**src/rtl/conv_window_feeder.sv**
```systemverilog
// conv_window_feeder
//   Write-side producer for a ping-pong window memory. Takes a row-major pixel
//   stream of an IMAGE_SIZE x IMAGE_SIZE image and keeps the two previous rows
//   in line buffers. From row 2 onward, every accepted pixel produces one
//   vertical triplet (rows r-2, r-1, r). Each triplet is written into bank 1 or
//   bank 2. Each bank takes COLUMNS triplets, then writing moves to the other
//   bank. The stream stalls while the bank being written is still full.
//
// Ports
//   clk                    rising-edge clock
//   reset                  asynchronous, active-low reset
//   pix_in/pix_valid       input pixel stream
//   pix_ready              pixel accepted when pix_valid & pix_ready
//   write_enable_1/2       one-cycle write strobe for bank 1 / bank 2
//   data_outputA1..A3      bank-1 triplet (rows r-2, r-1, r)
//   data_outputB1..B3      bank-2 triplet (rows r-2, r-1, r)
//   bank_release_1/2       reader pulse: bank drained
//   bank_full_1/2          bank holds COLUMNS unread triplets
//   frame_done             pulses with the last triplet of a frame
module conv_window_feeder #(
  parameter int unsigned IMAGE_SIZE  = 16,
  parameter int unsigned KERNEL_SIZE = 3,
  parameter int unsigned DATA_WIDTH  = 8,
  parameter int unsigned COLUMNS     = 4,
  parameter int unsigned ROWS        = 3
) (
  input  logic                  clk,
  input  logic                  reset,
  input  logic [DATA_WIDTH-1:0] pix_in,
  input  logic                  pix_valid,
  output logic                  pix_ready,
  output logic                  write_enable_1,
  output logic                  write_enable_2,
  output logic [DATA_WIDTH-1:0] data_outputA1,
  output logic [DATA_WIDTH-1:0] data_outputA2,
  output logic [DATA_WIDTH-1:0] data_outputA3,
  output logic [DATA_WIDTH-1:0] data_outputB1,
  output logic [DATA_WIDTH-1:0] data_outputB2,
  output logic [DATA_WIDTH-1:0] data_outputB3,
  input  logic                  bank_release_1,
  input  logic                  bank_release_2,
  output logic                  bank_full_1,
  output logic                  bank_full_2,
  output logic                  frame_done
);

  localparam int unsigned CW = (IMAGE_SIZE > 1) ? $clog2(IMAGE_SIZE) : 1;
  localparam int unsigned BW = (COLUMNS > 1) ? $clog2(COLUMNS) : 1;
  localparam logic [CW-1:0] LAST_IDX = CW'(IMAGE_SIZE - 1);
  localparam logic [BW-1:0] LAST_CNT = BW'(COLUMNS - 1);

  if (KERNEL_SIZE != 3 || ROWS != KERNEL_SIZE) begin : g_bad_kernel
    $error("conv_window_feeder supports only a 3-row kernel");
  end
  if (IMAGE_SIZE % COLUMNS != 0) begin : g_bad_columns
    $error("IMAGE_SIZE must be a multiple of COLUMNS");
  end

  typedef enum logic {
    BANK_1 = 1'b0,
    BANK_2 = 1'b1
  } bank_t;

  logic [CW-1:0]         row;
  logic [CW-1:0]         col;
  bank_t                 active_bank;
  logic [BW-1:0]         bank_cnt;
  logic [DATA_WIDTH-1:0] lb0 [IMAGE_SIZE];
  logic [DATA_WIDTH-1:0] lb1 [IMAGE_SIZE];

  logic active_full;
  logic accept;
  logic emit;
  logic bank_wrap;
  logic set_1;
  logic set_2;

  always_comb begin
    active_full = (active_bank == BANK_1) ? bank_full_1 : bank_full_2;
    // Rows 0 and 1 only fill the line buffers, so they never wait for a bank.
    pix_ready   = reset & ((row < CW'(2)) | ~active_full);
    accept      = pix_valid & pix_ready;
    emit        = accept & (row >= CW'(2));
    bank_wrap   = emit & (bank_cnt == LAST_CNT);
    set_1       = bank_wrap & (active_bank == BANK_1);
    set_2       = bank_wrap & (active_bank == BANK_2);
  end

  always_ff @(posedge clk or negedge reset) begin
    if (!reset) begin
      row            <= '0;
      col            <= '0;
      active_bank    <= BANK_1;
      bank_cnt       <= '0;
      write_enable_1 <= 1'b0;
      write_enable_2 <= 1'b0;
      data_outputA1  <= '0;
      data_outputA2  <= '0;
      data_outputA3  <= '0;
      data_outputB1  <= '0;
      data_outputB2  <= '0;
      data_outputB3  <= '0;
      bank_full_1    <= 1'b0;
      bank_full_2    <= 1'b0;
      frame_done     <= 1'b0;
      for (int unsigned i = 0; i < IMAGE_SIZE; i++) begin
        lb0[i] <= '0;
        lb1[i] <= '0;
      end
    end else begin
      write_enable_1 <= 1'b0;
      write_enable_2 <= 1'b0;
      frame_done     <= 1'b0;

      if (accept) begin
        lb0[col] <= lb1[col];
        lb1[col] <= pix_in;
        if (col == LAST_IDX) begin
          col <= '0;
          row <= (row == LAST_IDX) ? '0 : row + 1'b1;
        end else begin
          col <= col + 1'b1;
        end
      end

      if (emit) begin
        if (active_bank == BANK_1) begin
          data_outputA1  <= lb0[col];
          data_outputA2  <= lb1[col];
          data_outputA3  <= pix_in;
          write_enable_1 <= 1'b1;
        end else begin
          data_outputB1  <= lb0[col];
          data_outputB2  <= lb1[col];
          data_outputB3  <= pix_in;
          write_enable_2 <= 1'b1;
        end
        if (bank_cnt == LAST_CNT) begin
          bank_cnt    <= '0;
          active_bank <= (active_bank == BANK_1) ? BANK_2 : BANK_1;
        end else begin
          bank_cnt <= bank_cnt + 1'b1;
        end
        frame_done <= (row == LAST_IDX) && (col == LAST_IDX);
      end

      // A fill in the same cycle as a release takes priority, so the new
      // contents are never lost.
      if (set_1)               bank_full_1 <= 1'b1;
      else if (bank_release_1) bank_full_1 <= 1'b0;
      if (set_2)               bank_full_2 <= 1'b1;
      else if (bank_release_2) bank_full_2 <= 1'b0;
    end
  end

endmodule

```
**config.mk**
```make
export PLATFORM = sky130hd
export DESIGN_NAME = conv_window_feeder
export DESIGN_NICKNAME = d
export VERILOG_FILES = /design/src/rtl/conv_window_feeder.sv
export SDC_FILE = /design/constraint.sdc
export NUM_CORES = 1
export LEC_CHECK = 0
export ABC_CLOCK_PERIOD_IN_PS = 4300
export CAP_MARGIN = 20
export CORE_MARGIN = 2
export CORE_UTILIZATION = 65
export DETAILED_ROUTE_END_ITERATION = 8
export GPL_ROUTABILITY_DRIVEN = 1
export PLACE_DENSITY_LB_ADDON = 0.15
export SYNTH_ARGS = -nofsm -noshare
export SYNTH_HDL_FRONTEND = slang
export SYNTH_SLANG_ARGS = --single-unit
```
**constraint.sdc**
```tcl
create_clock -name clk -period 4.3 [get_ports clk]
set_input_delay 0.645 -clock clk [delete_from_list [all_inputs] [get_ports clk]]
set_output_delay 0.645 -clock clk [all_outputs]
set_load 0.005 [all_outputs]
```
Yosys cells after proc, flatten, opt, wreduce, memory -nomap -nowiden
Cells that the tools add are included.
{"block": "word_totals", "reg_bits": 320, "inputBits": 13, "elab_cells": 98}
{"block": "classes", "addsub": 3, "order_cmp": 4, "eq_ne": 3, "n_mux": 23, "bitwise": 10, "reduce_logical": 8}
{"cell": "bitwise mux 128 bit", "n": 2}
{"cell": "binary-select mux 8 bit (select 4 bit)", "n": 2}
{"cell": "2-to-1 mux 8 bit", "n": 5}
{"cell": "demux 8 bit (select 4 bit)", "n": 1}
{"cell": "2-to-1 mux 1 bit", "n": 10}
{"cell": "adder 4 x 1 -> 4 bit (second input constant)", "n": 2}
{"cell": "equality test 4 bit (second input constant)", "n": 2}
{"cell": "2-to-1 mux 4 bit", "n": 2}
{"cell": "AND reduction 2 bit", "n": 4}
{"cell": "AND 1 bit", "n": 6}
{"cell": ">= comparator 5 bit (second input constant)", "n": 1}
{"cell": "< comparator 5 x 1 -> 1 bit (second input constant)", "n": 1}
{"cell": "NOT 4 -> 5 bit", "n": 1}
{"cell": ">= comparator 4 x 2 -> 1 bit (second input constant)", "n": 1}
{"cell": "< comparator 4 x 2 -> 1 bit (second input constant)", "n": 1}
{"cell": "nonzero test 2 bit", "n": 2}
{"cell": "adder 2 x 1 -> 2 bit (second input constant)", "n": 1}
{"cell": "equality test 2 bit (second input constant)", "n": 1}
{"cell": "logical AND 1 bit", "n": 2}
{"cell": "2-to-1 mux 2 bit", "n": 1}
{"cell": "NOT 1 bit", "n": 2}
{"cell": "bitwise OR 1 bit", "n": 1}

Longest topological paths before layout
{"block": "depth", "word_depth": 9, "ltp_mapped": 13, "ltp_nobuf": 7}

Worst setup path before layout
Ideal clock, no wire load.
{"block": "synth_path", "path_type": "register -> register", "start": "register col[1]", "end": "register lb1[51] in the netlist's numbering", "arrival_time_ns": 2.417, "t_required_ns": 4.175, "path_slack_ns": 1.758, "path_stages_with_launch": 12, "synth_period_minus_slack_ns": 2.542, "cell_sequence": "dfrtp_1 > buf_2 > buf_6 > buf_4 > buf_4 > buf_6 > inv_1 > ha_1 > and3_1 > o211ai_1 > buf_4 > mux2_2"}
{"block": "synth_via", "elab_chain_cells": 6, "elab_cells_between_ends": 7, "cone_classes": "order compare (2); mux (3); bitwise (1); reduce/logical (1)"}
{"element": "start, declared", "line": "65", "text": "logic [CW-1:0] col;"}
{"element": "start signal, assigned", "line": "122", "text": "col <= col + 1'b1;"}
{"element": "NOT 4 -> 5 bit (implied by the code) *", "line": "117", "text": "lb1[col] <= pix_in;"}
{"element": ">= comparator 5 bit (implied by the code) or < comparator 5 x 1 -> 1 bit (tied branches)", "line": "117"}
{"element": "logical AND 1 bit (implied by the code)", "line": "117"}
{"element": "2-to-1 mux 8 bit (implied by the code)", "line": "117"}
{"element": "demux 8 bit (select 4 bit) *", "line": "117"}
{"element": "bitwise mux 128 bit *", "line": "117"}
{"element": "end signal, assigned by index", "line": "117"}
{"element": "end, declared", "line": "69", "text": "logic [DATA_WIDTH-1:0] lb1 [IMAGE_SIZE];"}
Every way passes the cells marked *; elsewhere a longest branch is shown, timed or not.
A chain may end at the register's enable or synchronous reset.

Final worst setup path
{"block": "layout_path", "start": "register row[2]", "end": "output pix_ready"}
{"block": "layout_via", "elab_chain_cells": 3}
{"element": "start, declared", "line": "64", "text": "logic [CW-1:0] row;"}
{"element": "start signal, assigned", "line": "120", "text": "row <= (row == LAST_IDX) ? '0 : row + 1'b1;"}
{"element": "< comparator 4 x 2 -> 1 bit", "line": "81", "text": "pix_ready = reset & ((row < CW'(2)) | ~active_full);"}
{"element": "bitwise OR 1 bit", "line": "81"}
{"element": "AND 1 bit", "line": "81"}
{"element": "end, declared", "line": "31", "text": "output logic pix_ready,"}
No other way between the ends.

==> results_dict.tcl <==
set metrics [dict create \
    outcome "finished clean" \
    r2r_cells 5 \
    yosys_most_used_dff "dfrtp_1" \
    nNetsFinal 1212 \
    p_clk_frac 0.255 \
    rr_startpoint "col[1]" \
    first_pass_iters 4 \
    ant_nets 0 \
    avgSynthCellArea_um2 13.0 \
    start_util 0.663 \
    crit_path_start_kind "flip-flop" \
    grt_pass1_wl_um 53900 \
    syn-cell-area_um2 15100 \
    sequentialPowerShare 0.404 \
    die_area_um2 24400 \
    drive_gt1_frac 0.299 \
    dr_total_vias 9400 \
    clk_latency_ps 510 \
    post-route-util 0.751 \
    ys_ff_latch 320 \
    switching_share 0.332 \
    routedWlPerCell_um 22.3 \
    diodes 0 \
    skew_ps 15.2 \
    grt_setup_unrepaired "false" \
    synth_warnings 0 \
    postCtsSetupBuffers 0 \
    cp_max_fo 11 \
    instances_no_fill 1503 \
    syn_to_final_growth_pct 13.3 \
    clockBufferDepth 3 \
    globalplace.congestion 0.765 \
    cts_buffers 35 \
    fp.dieW_um 156 \
    tns_ps 0 \
    drc_errors 0 \
    synthArstFlopShare 1.00 \
    relSlewSlack 0.291 \
    setup_viol 0 \
    timing.final.crit_share 0.771 \
    fp.coreArea_um2 22700 \
    synth_cells 1156 \
    regArea_um2 8020 \
    overflow 0 \
    dp.cells 1440 \
    powerDensity_nw_per_um2 732 \
    crit_arrival_ps 2670 \
    grtUsageTotal 0.289 \
    max_freq_mhz 302 \
    ctsHoldBuffers 0 \
    synth-edff-count 0 \
    grt_pass1_vias 9856 \
    critPathKind "reg2out" \
    ctsResizeCount 0 \
    drt_iter0_drc 504 \
    grt_max_degree 180 \
    cts_sinks 320 \
    drv_slew 0 \
    peakVddDrop_mv 0.662 \
    required_ps 3650 \
    cts_max_level 2 \
    netSwitchingPower_mw 4.14 \
    dp_hpwl_um 20900 \
    hold_viol 0 \
    combPwrFrac 0.341 \
    worstMarginPinSlew_ps 1060 \
    via_per_inst 6.25 \
    power_mw 12.5 \
    p_int_mw 8.35 \
    synth.yosys.seq_area_share 0.532 \
    top_level_ports 67 \
    fp-row-count 55 \
    root_buffer "clkbuf_16" \
    hold_path.class "in2async" \
    crit_path_end_kind "primary output" \
    layout_min_cycle_time_ps 3320 \
    cts_tree "yes" \
    rrSetupSlack_ps 1380 \
    portBuffers 66 \
    wl_um 33500 \
    r2r-end "data_outputB2[4]" \
    fillers 1482 \
    syn_nets 1176 \
    cts.clk_slew.worst_paths_ps 60 \
    antenna_found_initial 0 \
    leakage_nw 7.85 \
    die-height_um 156 \
    yosys.cell_types.count 45 \
    multi_input_area_um2 6550 \
    maxCapViolations 0 \
]
==> critical path: stages, from the launching register on <==
cell and delay [ps]:
dfrtp_1 470, nor3_4 660, buf_4 360, o21a_1 170
clkdlybuf4s50_1 510
==> final cells by class <==
class | count | share of cell area
clock buffer | 54 | 0.0651
clock inverter | 9 | 0.00865
inverter | 8 | 0.00176
multi-input combinational | 741 | 0.384
sequential | 320 | 0.470
tap | 285 | 0.0209
timing repair buffer | 86 | 0.0497
==> metrics by stage <==
stage          worst slack, ps  cell area (µm²)  hold slack (ps)
6_report                   984            17100             54.0
5_1_grt                    886            17100             76.2
4_1_cts                    974            17100             52.3
3_5_place_dp              1350            15800              464
3_3_place_gp              1330            15800              457
2_1_floorplan             1760            15100              349
==> synthesized netlist by cell type (2+ instances only) <==
| master | n | area (µm²) |
|---|---|---|
| o211ai_1 | 12 | 90.1 |
| nor2b_1 | 2 | 12.5 |
| mux4_2 | 56 | 1260 |
| ha_1 | 7 | 87.6 |
| buf_6 | 11 | 124 |
| and3_1 | 5 | 31.3 |
| a22oi_1 | 7 | 52.6 |
| buf_1 | 6 | 22.5 |
| nand2_1 | 164 | 616 |
| o21ai_0 | 163 | 816 |
| o2111ai_2 | 3 | 45.0 |
| mux2i_1 | 65 | 651 |
| dfrtp_1 | 320 | 8010 |
| xnor2_1 | 4 | 35.0 |
| clkbuf_1 | 33 | 124 |
| buf_2 | 26 | 130 |
| o211ai_4 | 7 | 149 |
| nand3_1 | 9 | 45.0 |
| buf_4 | 10 | 75.1 |
| nor2_1 | 5 | 18.8 |
| mux2_1 | 6 | 67.6 |
| mux2_4 | 9 | 135 |
| and2_1 | 3 | 18.8 |
| inv_1 | 7 | 26.3 |
| mux2_2 | 196 | 2210 |
==> cell usage in the layout (no fill, tap or decap), types with 2 or more instances in the layout <==
cell	synthesis	final
clkdlybuf4s50_1	0	65
dfrtp_1	320	316
dfrtp_4	0	2
bufinv_16	0	4
mux2_2	196	196
nor2_1	5	5
clkinv_2	0	4
mux2_1	6	6
nor3_4	1	2
ha_1	7	7
dfrtp_2	0	2
mux2_4	9	9
nand3_1	9	9
clkbuf_1	33	5
nor2b_1	2	2
nand2_1	164	164
mux4_2	56	56
buf_8	1	2
xnor2_1	4	4
clkbuf_16	0	37
o211ai_1	12	12
inv_1	7	7
mux2i_1	65	65
clkbuf_8	0	12
o2111ai_2	3	3
and2_1	3	3
buf_12	0	2
o21ai_0	163	163
o211ai_4	7	7
and3_1	5	5
buf_4	10	17
a22oi_1	7	7
==> flip-flops by register name (all words and copies together) (netlist names) <==
register	count
active_bank	1
bank_cnt	2
bank_full_1	1
bank_full_2	1
col	4
data_outputA1	8
data_outputA2	8
data_outputA3	8
data_outputB1	8
data_outputB2	8
data_outputB3	8
frame_done	1
lb0	128
lb1	128
row	4
write_enable_1	1
write_enable_2	1
==> per-layer routing <==
layer / wire, µm / vias to the layer above / track usage / share of wire
li1: - / 4253 / - / -
met5: 0 / - / 0 / 0
met4: 1270 / 0 / 0.112 / 0.038
met2: 16500 / 238 / 0.477 / 0.49
met1: 14400 / 4822 / 0.398 / 0.43
met3: 1270 / 87 / 0.0390 / 0.038
==> how the worst max path moves through the flow <==
| stage | startpoint | end | slack, ps | cells past startpoint |
|---|---|---|---|---|
| after floorplan | col[1] | lb1[51] | 1760 | 11 |
| after global placement | pix_valid | lb1[21] | 1330 | 4 |
| after detailed placement | col[1] | data_outputB2[4] | 1350 | 5 |
| after CTS | row[2] | pix_ready | 970 | 4 |
| after global routing | row[2] | pix_ready | 890 | 4 |
| final | row[2] | pix_ready | 980 | 4 |
==> power groups by stage <==
stage          Sequential, mW  Clock, mW  Combinational [mW]
2_1_floorplan            4.58          0                3.45
3_3_place_gp             5.01          0                4.12
3_5_place_dp             5.07          0                4.26
4_1_cts                  5.03       3.23                4.29
5_1_grt                  5.19       3.36                4.63
6_report                 5.04       3.19                4.26
==> cells by family (layout without fill, tap and decap cells) <==
family                   count (synthesis)  in the layout  synth area share
XOR/XNOR                                 5              5           0.00291
AND/OR/NAND/NOR                        195            195            0.0539
buffers and inverters                   95            157            0.0346
AO/OA/AOI/OAI                          201            201            0.0833
multiplexers                           333            333             0.288
flip-flops                             320            320             0.532
adder cells (fa/ha/maj)                  7              7           0.00581
(Power assumes the default switching activity.)
==> variant 1: new RTL, config.mk and constraints unchanged <==
`IMAGE_SIZE`: 16 -> 8.
--- a/src/rtl/conv_window_feeder.sv
+++ b/src/rtl/conv_window_feeder.sv
@@ -20,3 +20,3 @@
 module conv_window_feeder #(
-  parameter int unsigned IMAGE_SIZE  = 16,
+  parameter int unsigned IMAGE_SIZE  = 8,
   parameter int unsigned KERNEL_SIZE = 3,
Behaviour: no difference found for any inputs over 4 cycles, from zero or initial values and one cycle with reset low; that may be too few to reach the edited logic, so the function may still have changed.
==> variant 1 against the original RTL <==
Area after synthesis decreased by 45%. Power decreased by 44%. Final area decreased by 43%. Worst setup slack improved by 0.32 ns. Routed wire length decreased by 46%. Final cell count decreased by 42%. Critical path type unchanged. Sequential cell count decreased by 130. Worst hold slack improved by 0.14 ns. First-iteration DRC count decreased by 2.6%.
==> variant 1: results (changes against the original RTL) <==
* Switching power at 2.32 mW (was 4.14 mW)
* Xor-xnor portion of the synthesized cell area at 0.105% (was 0.291%)
* Routed met1 length at 7.58 mm (was 14.4 mm)
* Largest net degree at the start of global routing at 83 (was 180)
* GPL Wtd Cong at 0.810 (was 0.765)
* Worst slew margin at 21.8% (was 29.1%)
* Met3 WL at 1.06 mm (was 1.27 mm)
* Mux cell area share after synthesis at 26.0% (was 28.8%)
* First-pass detailed-route iteration total at 5 (was 4)
* Sequential area share after synthesis at 57.0% (was 53.2%)
* Cells after DPL at 839 (was 1440)
* FFs & Latches at 190 (was 320)
* Gr usage total at 27.9% (was 28.9%)
* Inverters at 21 (was 8)
* Met2 WL at 9.08 mm (was 16.5 mm)
* Multi-In Gates at 376 (was 741)
* Synth cell count leaders: dfrtp_1 (190), mux2_2 (95), nand2_1 (64) (was dfrtp_1 (320), mux2_2 (196), nand2_1 (164))
* Clk buf depth at 2 (was 3)
* Share of cells above drive strength 1 at 27.1% (was 29.9%)
* Vias per cell at 6.05 (was 6.25)
* Largest delay contributor family on the critical path: multiplexers (was buffers and inverters)
* Netlist cell types at 44 (was 45)
* Fillers at 756 (was 1482)
* Vias in the first global route at 5482 (was 9856)
* Synth Area in Compound Gates at 6.90% (was 8.33%)
* Top flop regs: lb0: 64 flops, lb1: 64 flops (was lb0: 128 flops, lb1: 128 flops)
* Slowest-stage cell, CP: mux2i_2 (was nor3_4)
* CLK BUF at 28 (was 54)
* Ranking of synthesized cells by area: dfrtp_1 (57%), mux2_2 (13%), mux4_2 (5.4%), mux2i_1 (4.2%), o21ai_0 (3.5%) (was dfrtp_1 (53%), mux2_2 (15%), mux4_2 (8.4%), o21ai_0 (5.4%), mux2i_1 (4.3%))
* H-tree depth at 4 (was 2)
* Crit path max fanout at 10 (was 11)
* Avg Synthesized Cell Area at 13.2 um2 (was 13.0 um2)
* Synth Net Count at 651 (was 1176)
* Seq area share at 48.7% (was 47.0%)
* Status: completed (unchanged)
* DR iter-0 viols at 491 (was 504)
* Final nets at 706 (was 1212)
* TritonCTS buffer count at 17 (was 35)
* Clock Latency Late Sink at 0.43 ns (was 0.51 ns)
* P_leak at 4.41 nW (was 7.85 nW)
* Clock-cell share of area at 6.34% (was 7.37%)
* Wire length per cell at 20.7 um (was 22.3 um)
## variant 1: cell types whose count changed after synthesis, moves of 23 or more
cell and delta:
clkbuf_1 -23, nand2_1 -100, mux4_2 -36, dfrtp_1 -130, mux2_2 -101, o21ai_0 -104, mux2i_1 -30
## variant 1: metrics by stage
| stage | area (um2) | worst slack [ns] | hold slack, ns |
|---|---|---|---|
| after floorplan | 8340 | 2.34 | 0.349 |
| after global placement | 9120 | 1.35 | 0.456 |
| after detailed placement | 9120 | 1.30 | 0.467 |
| after CTS | 9740 | 1.31 | 0.208 |
| after global routing | 9770 | 1.23 | 0.236 |
| final | 9770 | 1.30 | 0.195 |
## variant 1: final timing paths
kind,cells past startpoint,slack [ns],startpoint,to
max in group asynchronous,4,2.39,reset,lb1[29]
min reg2reg,2,0.48,lb0[56],lb0[56]
min in group clk,2,0.48,lb0[56],lb0[56]
min,1,0.20,reset,data_outputA2[3]
max reg2reg,4,1.49,col[2],lb0[20]
max,4,1.30,active_bank,pix_ready
## variant 1: cells by family after synthesis
kind of cell    after synthesis
compound gates               98
mux                         170
fa+ha+maj                     6
buf+inv                      66
simple gates                101
xor+xnor                      1
flops                       190
## variant 1: power groups by stage
| stage | sequential, mW | combinational (mW) | clock [mW] |
|---|---|---|---|
| after global routing | 3.14 | 2.59 | 1.71 |
| after CTS | 3.04 | 2.38 | 1.63 |
| final | 3.05 | 2.38 | 1.61 |
| after detailed placement | 3.06 | 2.34 | 0 |
| after floorplan | 2.77 | 1.75 | 0 |
| after global placement | 3.01 | 2.25 | 0 |
## variant 1: routing by layer
layer / track usage [%] / up-vias
met2: 46.9 / 161
met1: 36.5 / 2724
met4: 8.13 / 0
met5: 0 / -
li1: - / 2359
met3: 6.76 / 30
==> variant 2: new RTL, same settings <==
Without the edit above. Make the reset (`reset`) synchronous in one clocked block. Comments in the files are not updated.
--- a/src/rtl/conv_window_feeder.sv
+++ b/src/rtl/conv_window_feeder.sv
@@ -88,3 +88,3 @@
 
-  always_ff @(posedge clk or negedge reset) begin
+  always_ff @(posedge clk) begin
     if (!reset) begin
Function: no difference found for any inputs over 4 cycles, from zero or initial values and one cycle with reset low; that may be too few to reach the edited logic, so the function may still have changed.
==> variant 2 against the original RTL <==
Maximum frequency is 9.1% higher. Clock skew is 0.011 ns higher. Worst setup slack gained 0.28 ns. Critical path depth stayed put. Area after synthesis decreased by 4.5%. Sequential share of layout area increased by 9.0 points. Sequential cell count increased by 4. Routed wire length rose by 2.0%. Final area down 5.2%. Critical path type unchanged.
Power is not compared: it rests on default switching activity, and its combinational part moved more than twofold at a synthesized area within 25%.
==> variant 2: results (changes against the original RTL) <==
* Status: completed (unchanged)
* Crit path max fanout at 12 (was 11)
* Vias in the first global route at 8338 (was 9856)
* Sequential area share after synthesis at 62.9% (was 53.2%)
* First-pass GRT wire length at 51.2 mm (was 53.9 mm)
* Reg2reg setup slack at 1.48 ns (was 1.38 ns)
* Netlist cell types at 42 (was 45)
* Synth cell count leaders: edfxtp_1 (256), nor2_1 (138), and2_1 (130) (was dfrtp_1 (320), mux2_2 (196), nand2_1 (164))
* Synth Area in Compound Gates at 1.99% (was 8.33%)
* Adder-cell share of the synthesized area at 0.609% (was 0.581%)
* Largest net degree at the start of global routing at 46 (was 180)
* Mux cell area share after synthesis at 17.1% (was 28.8%)
* Hold slack at 0.458 ns (was 0.0540 ns)
* Min-delay worst type: reg -> reg (was in -> async)
* Final nets at 1065 (was 1212)
* Most used DFF post-synth: edfxtp_1 (was dfrtp_1)
* TritonCTS buffer count at 34 (was 35)
* First-pass detailed-route iteration total at 9 (was 4)
* DP HPWL at 21.9 mm (was 20.9 mm)
* Port Buffer Count at 66 (unchanged)
* Vias per cell at 6.28 (was 6.25)
* Fillers at 1368 (was 1482)
* DR iter-0 viols at 1068 (was 504)
* Xor-xnor portion of the synthesized cell area at 0.244% (was 0.291%)
* Slowest-stage cell, CP: nor2_1 (was nor3_4)
* GR met3 Demand/Resource at 7.42% (was 3.90%)
* Gr usage total at 29.7% (was 28.9%)
* Fraction of registers with async set/reset at 0% (was 100%)
* Synth Net Count at 1021 (was 1176)
* Share of cells above drive strength 1 at 11.4% (was 29.9%)
* Worst Setup SP: row[1] (was row[2])
* Initial antenna violation count at 1 (was 0)
* Worst EP arrival at 2.39 ns (was 2.67 ns)
variant 2: changes by cell type after synthesis, moves of 127 or more:
cell	unedited run	this run
and2_1	3	130
dfrtp_1	320	0
edfxtp_1	0	256
mux2_2	196	8
nor2_1	5	138
o21ai_0	163	19
variant 2: layout make-up:
cell class              instances  area share [%]
flip-flops and latches        324            56.0
clock buffers                  43            5.93
clock inverters                18            1.15
multi-input cells             602            30.1
inverters                       7           0.163
well taps                     280            2.17
repair buffers                 76            4.52
variant 2: kinds of logic after synthesis:
logic type                 count (synthesis)
AOI/OAI and AO/OA                         50
muxes                                    146
adders and majority gates                  7
DFF                                      324
buffers and inverters                     75
xor gates and xnor gates                   4
and+or+nand+nor                          395
variant 2: metal layers:
layer,part of all wire [%],vias to the layer above
li1,-,3768
met3,11,63
met4,2.3,2
met5,0.035,-
met2,48,427
met1,39,4217
variant 2: through the flow:
step / utilization, % / total power, mW / instance area [um2] / worst slack, ns / cells
3_3_place_gp: 69.0 / 3.99 / 15000 / 1.29 / 1289
3_5_place_dp: 69.0 / 4.01 / 15000 / 1.21 / 1289
5_1_grt: 74.3 / 7.08 / 16200 / 1.14 / 1350
2_1_floorplan: - / 3.85 / 14400 / 1.99 / 1001
4_1_cts: 74.3 / 6.93 / 16200 / 1.31 / 1350
6_report: 74.3 / 6.92 / 16200 / 1.26 / 1350
variant 2: power by group:
| group | leakage [nW] | internal [mW] | total [mW] | switching [mW] |
|---|---|---|---|---|
| clock network | 0.556 | 1.82 | 2.97 | 1.15 |
| logic | 2.07 | 0.130 | 0.412 | 0.282 |
| registers | 3.20 | 3.48 | 3.54 | 0.0608 |
| total | 5.82 | 5.42 | 6.92 | 1.50 |
